## src/rtl/mem_pkg.sv

```systemverilog
// Shared types and constants for the core-memory cycle controller and its select drivers.
package mem_pkg;

   localparam int unsigned CntW   = 8;
   localparam int unsigned SelW   = 3;
   localparam int unsigned AddrW  = 12;

   localparam int unsigned AxLsb  = 0;
   localparam int unsigned AyLsb  = 3;
   localparam int unsigned Ax0Lsb = 6;
   localparam int unsigned Ay0Lsb = 9;

   typedef enum logic [2:0] {
      StIdle   = 3'd0,
      StSetup  = 3'd1,
      StRsync  = 3'd2,
      StRsense = 3'd3,
      StSsync  = 3'd4,
      StSrecov = 3'd5
   } mem_state_e;

endpackage

```

## src/rtl/mem_onehot_drv.sv

```systemverilog
// Registered 3-to-8 active-low select decoder; drives all ones when disabled.
module mem_onehot_drv
   import mem_pkg::*;
(
   input  logic            clk,
   input  logic            rst_n,
   input  logic            i_en,
   input  logic [SelW-1:0] i_sel,
   output logic [7:0]      o_sel_n
);

   logic [7:0] r_sel_n;
   logic [7:0] w_sel_n;

   always_comb begin
      w_sel_n = 8'hFF;
      if (i_en) begin
         w_sel_n[i_sel] = 1'b0;
      end
   end

   always_ff @(posedge clk or negedge rst_n) begin
      if (!rst_n) begin
         r_sel_n <= 8'hFF;
      end else begin
         r_sel_n <= w_sel_n;
      end
   end

   assign o_sel_n = r_sel_n;

endmodule

```

## src/rtl/mem_cycle_ctrl.sv

```systemverilog
// Core-memory cycle sequencer: destructive read, sense capture, restore.
// Optional MEM_CYCLE_ABORT_EN adds an abort input honoured only during SETUP.
module mem_cycle_ctrl
   import mem_pkg::*;
#(
   parameter int unsigned T_SETUP = 2,
   parameter int unsigned T_SYNC  = 4,
   parameter int unsigned T_READ  = 6,
   parameter int unsigned T_STORE = 6
) (
   input  logic             clk,
   input  logic             rst_n,
   input  logic             req,
   input  logic [AddrW-1:0] addr,
   output logic [7:0]       ax_n,
   output logic [7:0]       ay_n,
   output logic [7:0]       ax0_n,
   output logic [7:0]       ay0_n,
   output logic             AnRDMV,
   output logic             AnRDMVN,
   output logic             AnINHBSV,
   output logic             MmSYNCV,
   input  logic             EDmX,
   input  logic             EDmY,
`ifdef MEM_CYCLE_ABORT_EN
   input  logic             abort,
`endif
   output logic             busy,
   output logic             done,
   output logic             rd_x,
   output logic             rd_y
);

   mem_state_e       r_state;
   mem_state_e       w_state_d;
   logic [CntW-1:0]  r_cnt;
   logic [CntW-1:0]  w_cnt_d;
   logic [CntW-1:0]  w_len;
   logic             w_last;
   logic             w_abort;
   logic [AddrW-1:0] r_addr;
   logic [AddrW-1:0] w_addr;
   logic             w_sel_en;

   logic w_rdmv, w_sync, w_inh, w_busy, w_done, w_cap;
   logic r_rdmv, r_rdmvn, r_sync, r_inh, r_busy, r_done, r_rd_x, r_rd_y;

`ifdef MEM_CYCLE_ABORT_EN
   assign w_abort = abort;
`else
   assign w_abort = 1'b0;
`endif

   always_comb begin
      w_len = CntW'(1);
      case (r_state)
         StSetup:          w_len = CntW'(T_SETUP);
         StRsync, StSsync: w_len = CntW'(T_SYNC);
         StRsense:         w_len = CntW'(T_READ);
         StSrecov:         w_len = CntW'(T_STORE);
         default:          w_len = CntW'(1);
      endcase
   end

   assign w_last = (r_cnt == (w_len - CntW'(1)));

   // State register
   always_ff @(posedge clk or negedge rst_n) begin
      if (!rst_n) begin
         r_state <= StIdle;
         r_cnt   <= '0;
      end else begin
         r_state <= w_state_d;
         r_cnt   <= w_cnt_d;
      end
   end

   // Next-state logic
   always_comb begin
      w_state_d = r_state;
      case (r_state)
         StIdle: begin
            if (req) w_state_d = StSetup;
         end
         StSetup: begin
            if (w_abort)     w_state_d = StIdle;
            else if (w_last) w_state_d = StRsync;
         end
         StRsync: begin
            if (w_last) w_state_d = StRsense;
         end
         StRsense: begin
            if (w_last) w_state_d = StSsync;
         end
         StSsync: begin
            if (w_last) w_state_d = StSrecov;
         end
         StSrecov: begin
            if (w_last) w_state_d = StIdle;
         end
         default: w_state_d = StIdle;
      endcase
   end

   always_comb begin
      if ((w_state_d != r_state) || (r_state == StIdle)) begin
         w_cnt_d = '0;
      end else begin
         w_cnt_d = r_cnt + CntW'(1);
      end
   end

   // Output logic, decoded from the next state so registered outputs align with it
   always_comb begin
      w_rdmv = 1'b0;
      w_sync = 1'b0;
      w_inh  = 1'b0;
      w_busy = (w_state_d != StIdle);
      case (w_state_d)
         StSetup:  w_rdmv = 1'b1;
         StRsync: begin
            w_rdmv = 1'b1;
            w_sync = 1'b1;
         end
         StRsense: begin
            w_rdmv = 1'b1;
            w_inh  = 1'b1;
         end
         StSsync:  w_sync = 1'b1;
         default:  w_rdmv = 1'b0;
      endcase
      w_done = (r_state == StSrecov) && (w_state_d == StIdle);
      w_cap  = (r_state == StRsense) && w_last;
   end

   always_ff @(posedge clk or negedge rst_n) begin
      if (!rst_n) begin
         r_rdmv  <= 1'b0;
         r_rdmvn <= 1'b1;
         r_sync  <= 1'b0;
         r_inh   <= 1'b0;
         r_busy  <= 1'b0;
         r_done  <= 1'b0;
         r_rd_x  <= 1'b0;
         r_rd_y  <= 1'b0;
      end else begin
         r_rdmv  <= w_rdmv;
         r_rdmvn <= ~w_rdmv;
         r_sync  <= w_sync;
         r_inh   <= w_inh;
         r_busy  <= w_busy;
         r_done  <= w_done;
         if (w_cap) begin
            r_rd_x <= EDmX;
            r_rd_y <= EDmY;
         end
      end
   end

   // The incoming address feeds the decoders on the starting edge, then the latch holds it
   assign w_addr   = (r_state == StIdle) ? addr : r_addr;
   assign w_sel_en = (w_state_d != StIdle);

   always_ff @(posedge clk or negedge rst_n) begin
      if (!rst_n) begin
         r_addr <= '0;
      end else if ((r_state == StIdle) && req) begin
         r_addr <= addr;
      end
   end

   mem_onehot_drv u_drv_ax (
      .clk     (clk),
      .rst_n   (rst_n),
      .i_en    (w_sel_en),
      .i_sel   (w_addr[AxLsb +: SelW]),
      .o_sel_n (ax_n)
   );

   mem_onehot_drv u_drv_ay (
      .clk     (clk),
      .rst_n   (rst_n),
      .i_en    (w_sel_en),
      .i_sel   (w_addr[AyLsb +: SelW]),
      .o_sel_n (ay_n)
   );

   mem_onehot_drv u_drv_ax0 (
      .clk     (clk),
      .rst_n   (rst_n),
      .i_en    (w_sel_en),
      .i_sel   (w_addr[Ax0Lsb +: SelW]),
      .o_sel_n (ax0_n)
   );

   mem_onehot_drv u_drv_ay0 (
      .clk     (clk),
      .rst_n   (rst_n),
      .i_en    (w_sel_en),
      .i_sel   (w_addr[Ay0Lsb +: SelW]),
      .o_sel_n (ay0_n)
   );

   assign AnRDMV   = r_rdmv;
   assign AnRDMVN  = r_rdmvn;
   assign AnINHBSV = r_inh;
   assign MmSYNCV  = r_sync;
   assign busy     = r_busy;
   assign done     = r_done;
   assign rd_x     = r_rd_x;
   assign rd_y     = r_rd_y;

endmodule

```

## config.mk

```make
export PLATFORM = sky130hd
export DESIGN_NAME = mem_cycle_ctrl
export DESIGN_NICKNAME = d
export VERILOG_FILES = /design/src/rtl/mem_pkg.sv /design/src/rtl/mem_onehot_drv.sv /design/src/rtl/mem_cycle_ctrl.sv
export SDC_FILE = /design/constraint.sdc
export NUM_CORES = 1
export LEC_CHECK = 0
export ABC_AREA = 1
export ABC_CLOCK_PERIOD_IN_PS = 3190
export BUFFER_PORTS_ARGS = -buffer_cell sky130_fd_sc_hd__buf_4
export CORE_AREA = 8 8 79 81
export DETAILED_ROUTE_END_ITERATION = 12
export DIE_AREA = 0 0 87 89
export MAX_ROUTING_LAYER = met4
export PLACE_DENSITY_LB_ADDON = 0.12
export SETUP_SLACK_MARGIN = 0.4
export SYNTH_ARGS = -nofsm -noshare
export SYNTH_HDL_FRONTEND = slang
export SYNTH_SLANG_ARGS = --single-unit
```

## constraint.sdc

```tcl
create_clock -name clk -period 3.19 [get_ports clk]
set_input_delay 0.957 -clock clk [delete_from_list [all_inputs] [get_ports clk]]
set_output_delay 0.957 -clock clk [all_outputs]
set_load 0.005 [all_outputs]
```

---- After elaboration in Yosys (flattened, before gate mapping) ----
Index checks and enable logic that the tools add are counted.
Widths: inputs -> output; s select.
storage, ports and cells
  bits in registers ....................... 63
  latch bits .............................. 0
  RAM bits ................................ 0
  bits in read-only memories .............. 0
  input port bits ......................... 17
  output and inout port bits .............. 40
  memories kept ........................... 0
cells by class
  add/sub/neg operators ................... 2
  multipliers ............................. 0
  div/mod/pow operators ................... 0
  magnitude comparators ................... 8
  equal/unequal tests ..................... 11
  shifts and indexed selects .............. 0
  multiplexer cells ....................... 25
  bitwise gates (word level) .............. 5
  reduce and logical (&&, ||, !) cells .... 15
operators with widths
  cell                 count
  $mux 8               5
  $not 8->8            4
  $mux 3               6
  $pmux 3 s6           1
  $lt 3x4->1 const B   4
  $demux 1 s3          4
  $eq 3x2->1 const B   4
  $ge 3x1->1 const B   4
  $mux 12              1
  $eq 3x3->1 const B   3
  $pmux 3 s3           1
  $add 8x1->8 const B  1
  $eq 8x8->1           1
  $sub 8x1->8 const B  1
  $logic_and 1x1->1    7
  $mux 1               7
  $eq 3x1->1 const B   2
  $logic_not 3->1      2
  $reduce_or 2->1      3
  $ne 3x3->1           1
  $reduce_bool 3->1    1
  $reduce_or 3->1      1
  $logic_or 1x1->1     1
  $not 1->1            1

---- Depth between registers and ports, before layout ----
  depth after elaboration ................. 11
  depth in mapped cells ................... 14
  gate-level depth less buffers ........... 13

---- Cells and area by module ----
From an unflattened synthesis, not the netlist that was laid out.
unflattened totals
  cells, all modules ...................... 298
  area, all modules ....................... 2,653.8 um2
by module, submodules not included
  module          times used  cells an instance  area an instance (um2)  sequential area each (um2)
  mem_cycle_ctrl  1           190                1,517.7                 777.0
  mem_onehot_drv  4           27                 284.0                   210.2

---- Worst setup path before layout ----
OpenSTA, ideal clock, no wires.
  path kind ............................... input-to-reg
  start ................................... input port req
  end ..................................... register r_busy (netlist: busy)
  setup time .............................. 0.124 ns
  arrival ................................. 1.713 ns
  required time ........................... 3.066 ns
  slack ................................... 1.353 ns
  cell stages on the path ................. 7
  buffers on the path ..................... 1
  cell sequence ........................... nand2_1 -> inv_1 -> a21oi_4 -> nand2_4 -> nor2_4 -> nand2_4 -> buf_6
between the ends
  word-level cells in the longest chain between the ends .. 3
ends and longest elaborated chain
  what                     line                   source
  start, declared          mem_cycle_ctrl.sv:13   input logic req,
  $mux 3                   mem_cycle_ctrl.sv:83   if (req) w_state_d = StSetup;
  $pmux 3 s6               mem_cycle_ctrl.sv:81   case (r_state)
  named net w_state_d[0]   mem_cycle_ctrl.sv:35   mem_state_e w_state_d;
  $reduce_bool 3->1        --
  named net u_drv_ax.i_en  mem_onehot_drv.sv:7    input logic i_en,
  end signal, assigned     mem_cycle_ctrl.sv:151  r_busy <= w_busy;
  end, declared            mem_cycle_ctrl.sv:46   logic r_rdmv, r_rdmvn, r_sync, r_inh, r_busy, r_done, r_rd_x, r_rd_y;
The timed path passes the listed nets, and every way through them passes these cells.
A chain may end at the register's enable or synchronous reset.

---- Worst setup path after layout ----
  start ................................... register r_state[0]
  end ..................................... register r_done (netlist: done)
between the ends
  word-level cells in the longest chain between the ends .. 9
ends and longest elaborated chain
  what                                      line                                        source
  start, declared                           mem_cycle_ctrl.sv:34                        mem_state_e r_state;
  start signal, assigned                    mem_cycle_ctrl.sv:70                        r_state <= StIdle;
  start signal, assigned                    mem_cycle_ctrl.sv:73                        r_state <= w_state_d;
  $eq 3x3->1 or $eq 3x2->1 (tied branches)  mem_cycle_ctrl.sv:56, mem_cycle_ctrl.sv:81
  $reduce_or 2->1 (on tied branches)        --
  $pmux 3 s3                                mem_cycle_ctrl.sv:56                        case (r_state)
  $sub 8x1->8                               mem_cycle_ctrl.sv:65                        assign w_last = (r_cnt == (w_len - CntW'(1)));
  $eq 8x8->1                                mem_cycle_ctrl.sv:65
  $mux 3 (on tied branches)                 --
  $pmux 3 s6 (*)                            mem_cycle_ctrl.sv:81
  named net w_state_d[0]                    mem_cycle_ctrl.sv:35
  $logic_not 3->1 (*)                       mem_cycle_ctrl.sv:132                       w_done = (r_state == StSrecov) && (w_state_d == StIdle);
  $logic_and 1x1->1 (*)                     mem_cycle_ctrl.sv:132
  named net w_done                          mem_cycle_ctrl.sv:45                        logic w_rdmv, w_sync, w_inh, w_busy, w_done, w_cap;
  end signal, assigned                      mem_cycle_ctrl.sv:152                       r_done <= w_done;
  end, declared                             mem_cycle_ctrl.sv:46
Mark *: on every way through the listed nets, which the timed path passes. The rest lies on a longest branch.

==> flow_summary.ini <==
[setup_path]
path_max_fanout = 34
required_ns = 3.44
crit_path_end_kind = register
startpoint_type = register
crit_chain = inv_1, nand2_1, inv_1, nand2_1, buf_4, inv_1, a21oi_4, nand2_4, nor2_4, nand2_4, nor2_1
cpLargestDelayFamily = simple AND/OR/NAND/NOR gates
crit_top_cell = inv_1
max_stage_delay_ns = 0.52
worstPathArrival_ns = 2.68
crit_type = reg -> reg
crit_slowest_cell = dfrtp_1
crit_buf_inv = 4

[logic_synthesis]
synth_top_area_share_pct = 30.03
ys_ff_latch = 63
yosysWarnings = 0
synthesis.area_mm2 = 0.002888
syn_inst = 331
synth.area.top_cells = dfstp_2 (30%), dfrtp_1 (26%), nand2_1 (11%)
syn_nets = 349
synth_top_cell_by_area = dfstp_2
seq_area_frac_synth_pct = 56.02
ys_types = 24
syn_area_per_cell_um2 = 8.724

[global_route]
grt_usage_pct = 16.22
grt_max_degree = 64
grt_antenna_before_repair = 0
grt_first_pass_wirelength_um = 9439
grt_pass1_vias = 2140
gr-total-overflow = 0

[timing]
hold_violations = 0
skew_ns = 0.007804
fin_tns_setup_ns = 0
fin_crit_sh_pct = 76.14
fmax_ghz = 0.4117
slew_headroom_pct = 50.74
slew_viol_final = 0
min_period_ns = 2.429
rsz0062_at_grt = false
tightest_slew_ns = 0.7389
finalSetupViolations = 0

[detailed_routing]
post-route-drc-count = 0
drt-total-wl_um = 5385
viasPerCell = 4.649
vias = 2171
ant_nets = 0
drtIter0Drc = 90
first_pass_iters = 5
wl_per_cell_um = 11.53

[run_status]
status = complete, no violations

[clock_network]
cts-root-buf = clkbuf_8
cts_setup_buffers = 0
cts_hold_buf = 0
clock-sinks = 63
cts_tree = built
clk_latency_ns = 0.33
numCtsBuffers = 9
clk_pin_slew_ns = 0.06
clock_path_buffers = 2
post_cts_resize_count = 0
h-tree-depth = 3

[die]
die-area_mm2 = 0.007743
core_mm2 = 0.004977
die_width_um = 87
die_h_um = 89
num_rows = 26
start_util_pct = 58.02
ioPinCount = 57

[finish]
multiInputGateArea_mm2 = 0.001075
seq_area_mm2 = 0.001618
syn_to_final_growth_pct = 22.57
final.fill_count = 408
fin_area_mm2 = 0.003540
antenna_cells = 0
nNetsFinal = 410
drive_gt1_share_pct = 39.80
final_common_cell = nand2_1
final_cell_mix = nand2_1 (86), buf_4 (58), nor2_1 (51)

[placed_design]
place_hpwl_um = 3973
gp_congestion = 0.8528
portBuffers = 56
place_area_mm2 = 0.003354

[min_path]
hold_path_class = reg -> reg

[flow_run]
drv_cap = 0

[power]
total_power_mw = 3.629
leakage_nw = 1.744
power_density_mw_per_mm2 = 1025
peakVddDrop_mv = 0.6067
state kept, by name, indices dropped and copies added, names as in the netlist:
signal / count
r_addr: 12
r_cnt: 8
u_drv_ax.o_sel_n: 8
u_drv_ax0.o_sel_n: 8
u_drv_ay.o_sel_n: 8
u_drv_ay0.o_sel_n: 8
r_state: 3
AnINHBSV: 1
AnRDMV: 1
AnRDMVN: 1
MmSYNCV: 1
busy: 1
done: 1
rd_x: 1
rd_y: 1
Yosys cell counts (all sizes together):
| cell | count |
|---|---|
| nor3 | 3 |
| dfrtp | 30 |
| nand4 | 2 |
| inv | 37 |
| nand3 | 10 |
| nand2 | 117 |
| a21oi | 2 |
| o21ai | 19 |
| ha | 1 |
| buf | 4 |
| clkbuf | 4 |
| or2 | 12 |
| xor2 | 3 |
| xnor2 | 1 |
| nor2 | 53 |
| dfstp | 33 |
kinds of logic after synthesis:
group                      Yosys count  synth area share, %
AOI/OAI and AO/OA                   21                4.289
xor gates and xnor gates             4                1.213
adders and majority gates            1               0.4332
buffers and inverters               45                6.759
DFF                                 63                56.02
and+or+nand+nor                    197                31.28
layer usage:
metal,track usage [%],wire length (µm),vias up
met1,17.80,2374,986
met5,-,0,-
met2,26.44,2578,56
met3,4.963,320,10
met4,7.981,111,0
li1,-,-,1119
power by group:
| part | switching, mW | internal, mW |
|---|---|---|
| sequential | 0.108 | 1.11 |
| combinational | 1.13 | 0.656 |
| clock | 0.279 | 0.347 |
path summary, 6_finish.rpt:
path                       depth (start not counted)                    from  slack (ns)                      to
setup / recovery                                  11    r_state[0]$_DFF_PN0_        0.76          done$_DFF_PN0_
hold / removal                                     2  r_addr[10]$_DFFE_PN0P_        0.47  r_addr[10]$_DFFE_PN0P_
setup reg to reg                                  11    r_state[0]$_DFF_PN0_        0.76          done$_DFF_PN0_
hold reg to reg                                    2  r_addr[10]$_DFFE_PN0P_        0.47  r_addr[10]$_DFFE_PN0P_
max in group asynchronous                          1                   rst_n        2.01        rd_x$_DFFE_PN0P_
min in group asynchronous                          1                   rst_n        0.68      r_cnt[5]$_DFF_PN0_
final cells by class:
class | count | share of cell area, %
tap | 70 | 2.474
inverter | 37 | 3.924
clock inverter | 3 | 0.4242
clock buffer | 13 | 4.807
sequential | 63 | 45.71
multi-input combinational | 223 | 30.36
timing repair buffer | 58 | 12.30
tightest hold or removal path, stage by stage (launching register included):
cell and delay [ns]:
dfrtp_1 0.33, nand2_1 0.05, nand2_1 0.05
per-stage QoR:
step,setup slack [ns],hold WS [ns],util (%),instances
after floorplan,1.353,0.4414,-,331
after global placement,0.7233,0.4540,67.40,451
after detailed placement,0.6747,0.4573,67.40,451
after CTS,0.7797,0.4752,71.12,467
after global routing,0.5433,0.5068,71.12,467
final,0.7612,0.4694,71.12,467
No activity file was read; power rests on OpenSTA's default activity.
